===== config.mk =====
export PLATFORM = sky130hd
export DESIGN_NAME = sync_fifo_ctrl
export DESIGN_NICKNAME = d
export VERILOG_FILES = /design/src/rtl/eda_fifo_pkg.sv /design/src/rtl/sync_fifo_mem.sv /design/src/rtl/sync_fifo_ctrl.sv
export SDC_FILE = /design/constraint.sdc
export NUM_CORES = 1
export LEC_CHECK = 0
export CAP_MARGIN = 20
export CORE_MARGIN = 3
export CORE_UTILIZATION = 53
export CTS_CLUSTER_DIAMETER = 100
export DETAILED_ROUTE_END_ITERATION = 12
export PLACE_DENSITY = 0.72
export SLEW_MARGIN = 20
export SYNTH_ARGS = -nofsm -noshare
export SYNTH_HDL_FRONTEND = slang
export SYNTH_SLANG_ARGS = --single-unit

===== constraint.sdc =====
create_clock -name clk -period 3.55 [get_ports clk]
set_input_delay 0.5325 -clock clk [delete_from_list [all_inputs] [get_ports clk]]
set_output_delay 0.5325 -clock clk [all_outputs]
set_load 0.03 [all_outputs]

===== src/rtl/eda_fifo_pkg.sv =====
// rtl/eda_fifo_pkg.sv - shared FIFO mode constants, default sizes and elaboration-check helpers
package eda_fifo_pkg;

    localparam int CFG_DATA_WIDTH = 8;
    localparam int CFG_FIFO_DEPTH = 16;

    localparam bit FIFO_MODE_FWFT = 1'b1;
    localparam bit FIFO_MODE_REG  = 1'b0;

    function automatic bit fifo_is_pow2(input int value);
        return (value > 0) && ((value & (value - 1)) == 0);
    endfunction

    function automatic bit fifo_thresh_ok(input int ae_thresh, input int af_thresh);
        return ae_thresh < af_thresh;
    endfunction

endpackage


===== src/rtl/sync_fifo_mem.sv =====
// rtl/sync_fifo_mem.sv - FIFO storage array, synchronous write and combinational read
module sync_fifo_mem #(
    parameter int DATA_WIDTH = 8,
    parameter int ADDR_WIDTH = 3
) (
    input  logic                  clk,
    input  logic                  wr_en,
    input  logic [ADDR_WIDTH-1:0] wr_addr,
    input  logic [DATA_WIDTH-1:0] wr_data,
    input  logic [ADDR_WIDTH-1:0] rd_addr,
    output logic [DATA_WIDTH-1:0] rd_data
);

    logic [DATA_WIDTH-1:0] mem [0:(2**ADDR_WIDTH)-1];

    // Contents are deliberately left unreset so the array can map onto RAM.
    always_ff @(posedge clk) begin
        if (wr_en) begin
            mem[wr_addr] <= wr_data;
        end
    end

    assign rd_data = mem[rd_addr];

endmodule


===== src/rtl/sync_fifo_ctrl.sv =====
// rtl/sync_fifo_ctrl.sv - single-clock FIFO with count, programmable thresholds, flush and sticky errors
module sync_fifo_ctrl
    import eda_fifo_pkg::*;
#(
    parameter int DATA_WIDTH = CFG_DATA_WIDTH,
    parameter int MEM_DEPTH  = CFG_FIFO_DEPTH,
    parameter int AF_THRESH  = MEM_DEPTH - 2,
    parameter int AE_THRESH  = 2,
    parameter bit FWFT       = FIFO_MODE_FWFT,
    parameter int ADDR_WIDTH = $clog2(MEM_DEPTH)
) (
    input  logic                  clk,
    input  logic                  reset_n,
    input  logic                  clr,
    input  logic                  wr_en,
    input  logic [DATA_WIDTH-1:0] wr_data,
    input  logic                  rd_en,
    output logic [DATA_WIDTH-1:0] rd_data,
    output logic                  rd_valid,
    output logic                  full,
    output logic                  empty,
    output logic                  almost_full,
    output logic                  almost_empty,
    output logic [ADDR_WIDTH:0]   count,
    output logic                  overflow,
    output logic                  underflow
);

    localparam logic [ADDR_WIDTH:0] DEPTH_C = (ADDR_WIDTH+1)'(MEM_DEPTH);
    localparam logic [ADDR_WIDTH:0] AF_C    = (ADDR_WIDTH+1)'(AF_THRESH);
    localparam logic [ADDR_WIDTH:0] AE_C    = (ADDR_WIDTH+1)'(AE_THRESH);

    generate
        if (!fifo_is_pow2(MEM_DEPTH)) begin : g_bad_depth
            $error("sync_fifo_ctrl: MEM_DEPTH must be a power of 2");
        end
        if (!fifo_thresh_ok(AE_THRESH, AF_THRESH)) begin : g_bad_thresh
            $error("sync_fifo_ctrl: AE_THRESH must be below AF_THRESH");
        end
    endgenerate

    logic [ADDR_WIDTH:0]   wr_ptr;
    logic [ADDR_WIDTH:0]   rd_ptr;
    logic [ADDR_WIDTH:0]   count_next;
    logic                  wr_acc;
    logic                  rd_acc;
    logic [DATA_WIDTH-1:0] mem_rd_data;

    // A flush swallows any same-cycle request, so neither counts as accepted nor rejected.
    assign rd_acc = !clr && rd_en && !empty;
    assign wr_acc = !clr && wr_en && (!full || rd_acc);

    always_comb begin
        count_next = count;
        case ({wr_acc, rd_acc})
            2'b10:   count_next = count + 1'b1;
            2'b01:   count_next = count - 1'b1;
            default: count_next = count;
        endcase
    end

    always_ff @(posedge clk or negedge reset_n) begin
        if (!reset_n) begin
            wr_ptr       <= '0;
            rd_ptr       <= '0;
            count        <= '0;
            empty        <= 1'b1;
            full         <= 1'b0;
            almost_empty <= 1'b1;
            almost_full  <= 1'b0;
            overflow     <= 1'b0;
            underflow    <= 1'b0;
        end else if (clr) begin
            wr_ptr       <= '0;
            rd_ptr       <= '0;
            count        <= '0;
            empty        <= 1'b1;
            full         <= 1'b0;
            almost_empty <= 1'b1;
            almost_full  <= 1'b0;
            overflow     <= 1'b0;
            underflow    <= 1'b0;
        end else begin
            if (wr_acc) begin
                wr_ptr <= wr_ptr + 1'b1;
            end
            if (rd_acc) begin
                rd_ptr <= rd_ptr + 1'b1;
            end
            count        <= count_next;
            empty        <= (count_next == '0);
            full         <= (count_next == DEPTH_C);
            almost_empty <= (count_next <= AE_C);
            almost_full  <= (count_next >= AF_C);
            if (wr_en && !wr_acc) begin
                overflow <= 1'b1;
            end
            if (rd_en && !rd_acc) begin
                underflow <= 1'b1;
            end
        end
    end

    sync_fifo_mem #(
        .DATA_WIDTH(DATA_WIDTH),
        .ADDR_WIDTH(ADDR_WIDTH)
    ) u_mem (
        .clk     (clk),
        .wr_en   (wr_acc),
        .wr_addr (wr_ptr[ADDR_WIDTH-1:0]),
        .wr_data (wr_data),
        .rd_addr (rd_ptr[ADDR_WIDTH-1:0]),
        .rd_data (mem_rd_data)
    );

    generate
        if (FWFT == FIFO_MODE_FWFT) begin : g_fwft
            assign rd_data  = mem_rd_data;
            assign rd_valid = !empty;
        end else begin : g_reg_read
            logic [DATA_WIDTH-1:0] rd_data_q;
            logic                  rd_valid_q;

            // Registered read: the popped word appears for exactly one cycle, then holds without valid.
            always_ff @(posedge clk or negedge reset_n) begin
                if (!reset_n) begin
                    rd_data_q  <= '0;
                    rd_valid_q <= 1'b0;
                end else begin
                    rd_valid_q <= rd_acc;
                    if (rd_acc) begin
                        rd_data_q <= mem_rd_data;
                    end
                end
            end

            assign rd_data  = rd_data_q;
            assign rd_valid = rd_valid_q;
        end
    endgenerate

endmodule


Yosys cells after proc, flatten, opt, wreduce, memory -nomap -nowiden

Memories as Yosys holds them, arrays and structs flattened.
Index checks and enable logic that the tools add are counted.

Register bits: 21
Bits in writable memories: 128
Memories kept: 1
Output and inout port bits: 20
Word-level logic and storage cells: 52

Memory list:

| memory    | words | width | read ports | clocked after Yosys merged registers in | write ports | line                | RTL |
|---|---|---|---|---|---|---|---|
| u_mem.mem | 16    | 8     | 1          | 0                                       | 1           | sync_fifo_mem.sv:14 | `logic [DATA_WIDTH-1:0] mem [0:(2**ADDR_WIDTH)-1];` |

Reduce and logical (&&, ||, !) cells: 17
$lt $le $gt $ge: 2
Eq/ne operators: 3
Multiplexer cells: 16
Add/subtract/negate cells: 4

Operator list:

| cell                                                              | number |
|---|---|
| 2-to-1 mux 5 bit                                                  | 5 |
| adder 5 x 1 -> 5 bit, second input constant                       | 3 |
| 2-to-1 mux 1 bit                                                  | 10 |
| case mux 5 bit (2 select lines)                                   | 1 |
| nonzero test 2 bit                                                | 4 |
| logical AND 1 bit                                                 | 6 |
| equality test 5 bit, second input constant                        | 1 |
| greater-or-equal comparator 5 x 4 -> 1 bit, second input constant | 1 |
| less-or-equal comparator 5 x 2 -> 1 bit, second input constant    | 1 |
| logical NOT 1 bit                                                 | 5 |
| logical NOT 5 bit                                                 | 1 |
| subtractor 5 x 1 -> 5 bit, second input constant                  | 1 |
| equality test 2 x 1 -> 1 bit, second input constant               | 1 |
| equality test 2 bit, second input constant                        | 1 |
| logical OR 1 bit                                                  | 1 |

Depth between registers and ports, before layout

Word-level depth: 9
Depth in mapped cells: 12

By module

From an unflattened synthesis, not the netlist that was laid out.

Cells, all modules: 326
Area total of the unflattened synthesis: 6040.8 um2

By module, submodules not included:

| module         | area an instance (um2) | sequential area each (um2) | times used | cells each |
|---|---|---|---|---|
| sync_fifo_mem  | 4987.3                 | 3843.7                     | 1          | 221 |
| sync_fifo_ctrl | 1053.5                 | 478.0                      | 1          | 105 |

Least setup slack after synthesis

No wires, ideal clock.

Path type: input to register
Start point: input port clr
End point: register almost_empty
Data required time: 3.488 ns
Cell stages on the path: 12
Buffers on the path: 3
Data arrival time: 2.850 ns
Setup time: 0.062 ns
Setup slack: 0.638 ns
Cells stage by stage: clkbuf_1 buf_1 nor2_1 ha_1 buf_2 xor2_1 ha_1 inv_1 o311ai_0 o41ai_2 xnor2_1 a41o_1

Longest elaborated chain between the ends: 9
Elaborated cells on any way between the ends: 11
Those cells by class: order compare: 1; eq/ne: 2; mux: 2; reduce/logical: 6

Ends and longest elaborated chain:

| what                                                                | line                                       | RTL |
|---|---|---|
| start: declaration                                                  | sync_fifo_ctrl.sv:14                       | `input logic clr,` |
| logical NOT 1 bit                                                   | sync_fifo_ctrl.sv:50, sync_fifo_ctrl.sv:51 |  |
| logical AND 1 bit (2 in a row)                                      | sync_fifo_ctrl.sv:50                       | `assign rd_acc = !clr && rd_en && !empty;` |
| logical OR 1 bit                                                    | sync_fifo_ctrl.sv:51                       | `assign wr_acc = !clr && wr_en && (!full \|\| rd_acc);` |
| logical AND 1 bit                                                   | sync_fifo_ctrl.sv:51                       |  |
| equality test 2 x 1 -> 1 bit or equality test 2 bit (tied branches) | sync_fifo_ctrl.sv:55                       | `case ({wr_acc, rd_acc})` |
| case mux 5 bit (2 select lines)                                     | sync_fifo_ctrl.sv:55                       |  |
| less-or-equal comparator 5 x 2 -> 1 bit                             | sync_fifo_ctrl.sv:93                       | `almost_empty <= (count_next <= AE_C);` |
| 2-to-1 mux 1 bit *                                                  | sync_fifo_ctrl.sv:73                       | `end else if (clr) begin` |
| end signal: assignment                                              | sync_fifo_ctrl.sv:93                       |  |
| end: declaration                                                    | sync_fifo_ctrl.sv:23                       | `output logic almost_empty,` |

Mark *: on every way between the ends. The rest lies on a longest branch, timed or not.
A chain may end at the register's enable or synchronous reset.

Worst setup path after layout

Start point: register rd_ptr[0]
End point: output port rd_data[4]

Longest elaborated chain between the ends: 1

Ends and longest elaborated chain:

| what                     | line                 | RTL |
|---|---|---|
| start: declaration       | sync_fifo_ctrl.sv:43 | `logic [ADDR_WIDTH:0] rd_ptr;` |
| start signal: assignment | sync_fifo_ctrl.sv:88 | `rd_ptr <= rd_ptr + 1'b1;` |
| memory (16 x 8 bit)      | --                   |  |
| end: declaration         | sync_fifo_ctrl.sv:18 | `output logic [DATA_WIDTH-1:0] rd_data,` |

Every way passes these cells.

==> results.cfg <==
[synth]
syn_inst = 310
yosys_warnings = 0
syn_area_um2 = 6100
synth_edf_count = 128
async_flop_share_pct = 12.93
ys_seq_area_share_pct = 70.85
yosysTopAreaCell = edfxtp_1
ys.flop_type = edfxtp_1
netlist_top_cells_area = edfxtp_1 63%, mux4_1 13%, dfrtp_1 7.0%
synth-seq-cells = 147
synth_nets = 331
avgSynthCellArea_um2 = 19.68
yosys.area.top_type_share_pct = 63.02
ys_types = 37

[timing]
hold_viol = 0
hold_ws_ps = 515.5
layout_min_cycle_time_ps = 3358
fin_crit_sh_pct = 94.58
clock_skew_ps = 5.283
max_slew_margin_pct = 43.05
rsz0062_at_grt = no
max_freq_mhz = 297.8
finalMaxSlewViolations = 0
setup_tns_ps = 0
setup_violations = 0
worst_pin_slew_ps = 851.6
setup_slack_ps = 192.4

[setup_path]
crit_path_end_kind = primary output
path_buf_inv = 2
critPathKind = reg2out
required_ps = 3020
crit_slowest_cell = mux4_1
cp_cell_sequence = buf_12, mux4_1, mux4_2, clkdlybuf4s50_1
critPathTopFamily = multiplexers
cp_max_fo = 17
arrival_ps = 2830
start_kind = flip-flop
slowest_delay_ps = 610

[cts]
cts-resized-gates = 0
cts_made_buffers = 17
cts_tree = built
clock_latency_ps = 410
cts_hold_buffers = 0
cts_buffer_depth = 2
root_buffer = clkbuf_16
htree_num_levels = 4
cts_sinks = 147
clkTransAtPathRegs_ps = 60
cts_setup_buffers = 0

[flow_run]
drv_cap = 0

[drt]
ant_nets = 0
vias = 3085
wl_per_cell_um = 22.90
drc = 0
finalWirelength_um = 12030
firstDrtPassIters = 4
via_per_inst = 5.876
drtIter0Drc = 284

[cells_and_area]
area_growth_pct = 19.63
n_antenna_cell = 0
final_common_cell = edfxtp_1
drive_gt1_share_pct = 18.44
fin_nets = 394
final_cell_mix = 128 x edfxtp_1, 32 x clkdlybuf4s50_1, 30 x mux4_1
finalInstanceArea_um2 = 7297

[outcome]
status = completed

[floorplan]
die_x_um = 113.3
die-area_um2 = 12830
pin_count = 33
coreArea_um2 = 11030
start_util_pct = 55.30
die_h_um = 113.3
rows = 38

[pwr]
p_per_area_nw_per_um2 = 552.4
finalPower_mw = 4.031
peakVddDrop_uv = 280.2
p_leak_nw = 2.537

[place]
dpl.hpwl_um = 7289
place.gp.congestion = 0.7854
place_ws_ps = 207.6
port_buffers = 32
postPlaceCellArea_um2 = 6688

[grt]
grt_usage_pct = 20.21
grt_pass1_wl_um = 18270
antenna_found_initial = 0
overflow = 0
grt_start_max_net_pins = 36
grt_pass1_vias = 3121

[min_path]
hold_path.class = reg2reg
[cells in the mapped netlist (3+ instances only)]
master and count:
xor2_1 8, xnor2_1 4, mux4_2 10, nand2b_1 4
mux2i_1 3, mux4_1 30, nor2_1 27, buf_6 3
clkbuf_1 9, dfrtp_1 17, nand2_1 9, ha_1 8
inv_1 8, nor3_1 6, a21oi_1 7, buf_2 3
edfxtp_1 128
[cells by family (layout without fill, tap and decap cells)]
kind of cell / after synthesis / in the layout / synth area share (%)
xor gates and xnor gates: 12 / 12 / 1.723
muxes: 43 / 43 / 17.11
buffers and inverters: 26 / 101 / 2.277
adders and majority gates: 8 / 8 / 1.641
DFF: 147 / 147 / 70.85
AOI/OAI and AO/OA: 20 / 20 / 2.421
and+or+nand+nor: 54 / 54 / 3.979
[final cells by class]
cell class	instances	area, µm²
sequential	147	4323
fill	718	3734
multi-input combinational	137	1639
timing repair buffer	62	558.0
clock buffer	18	429.2
tap	140	175.2
clock inverter	13	142.6
inverter	8	30.03
[power breakdown]
part           total (mW)  switching [mW]  internal [mW]
registers            1.93          0.0244           1.91
logic               0.359           0.186          0.173
clock network        1.74           0.653           1.09
total                4.03           0.863           3.17
[registers in the layout (all words and copies together) (netlist names)]
name,count
full,1
overflow,1
rd_ptr,4
almost_full,1
u_mem.mem,128
wr_ptr,4
empty,1
almost_empty,1
underflow,1
count,5
[worst reg2reg max path, delay by kind of cell, from the launching register on]
kind            cells  cell delay, ps
compound gates      4            1080
flops               1             390
simple gates        1             220
buf+inv             2             140
fa+ha+maj           2             410
xor+xnor            2             480
[metrics by stage]
stage          cells  utilization (%)
2_1_floorplan    310                -
3_3_place_gp     489            60.63
3_5_place_dp     489            60.63
4_1_cts          520            65.81
5_1_grt          525            66.15
6_report         525            66.15
[layer usage]
metal | vias up | track usage (%) | wire [µm] | share of wire (%)
met4 | 0 | 6.090 | 134 | 1.1
met2 | 114 | 31.24 | 5882 | 49
li1 | 1388 | - | - | -
met1 | 1568 | 28.38 | 5436 | 45
met3 | 15 | 5.936 | 572 | 4.8
met5 | - | 0 | 0 | 0
[worst paths after layout]
kind,start,endpoint,slack (ps),depth (start not counted)
max in group asynchronous,reset_n,rd_ptr[0],2360,1
worst max register to register,empty,almost_empty,780,11
worst min register to register,underflow,underflow,520,2
worst max-delay path,rd_ptr[0],rd_data[4],190,4
min in group asynchronous,reset_n,underflow,610,1
worst min-delay path,underflow,underflow,520,2
Note: power is estimated with default switching activity, not from simulation.
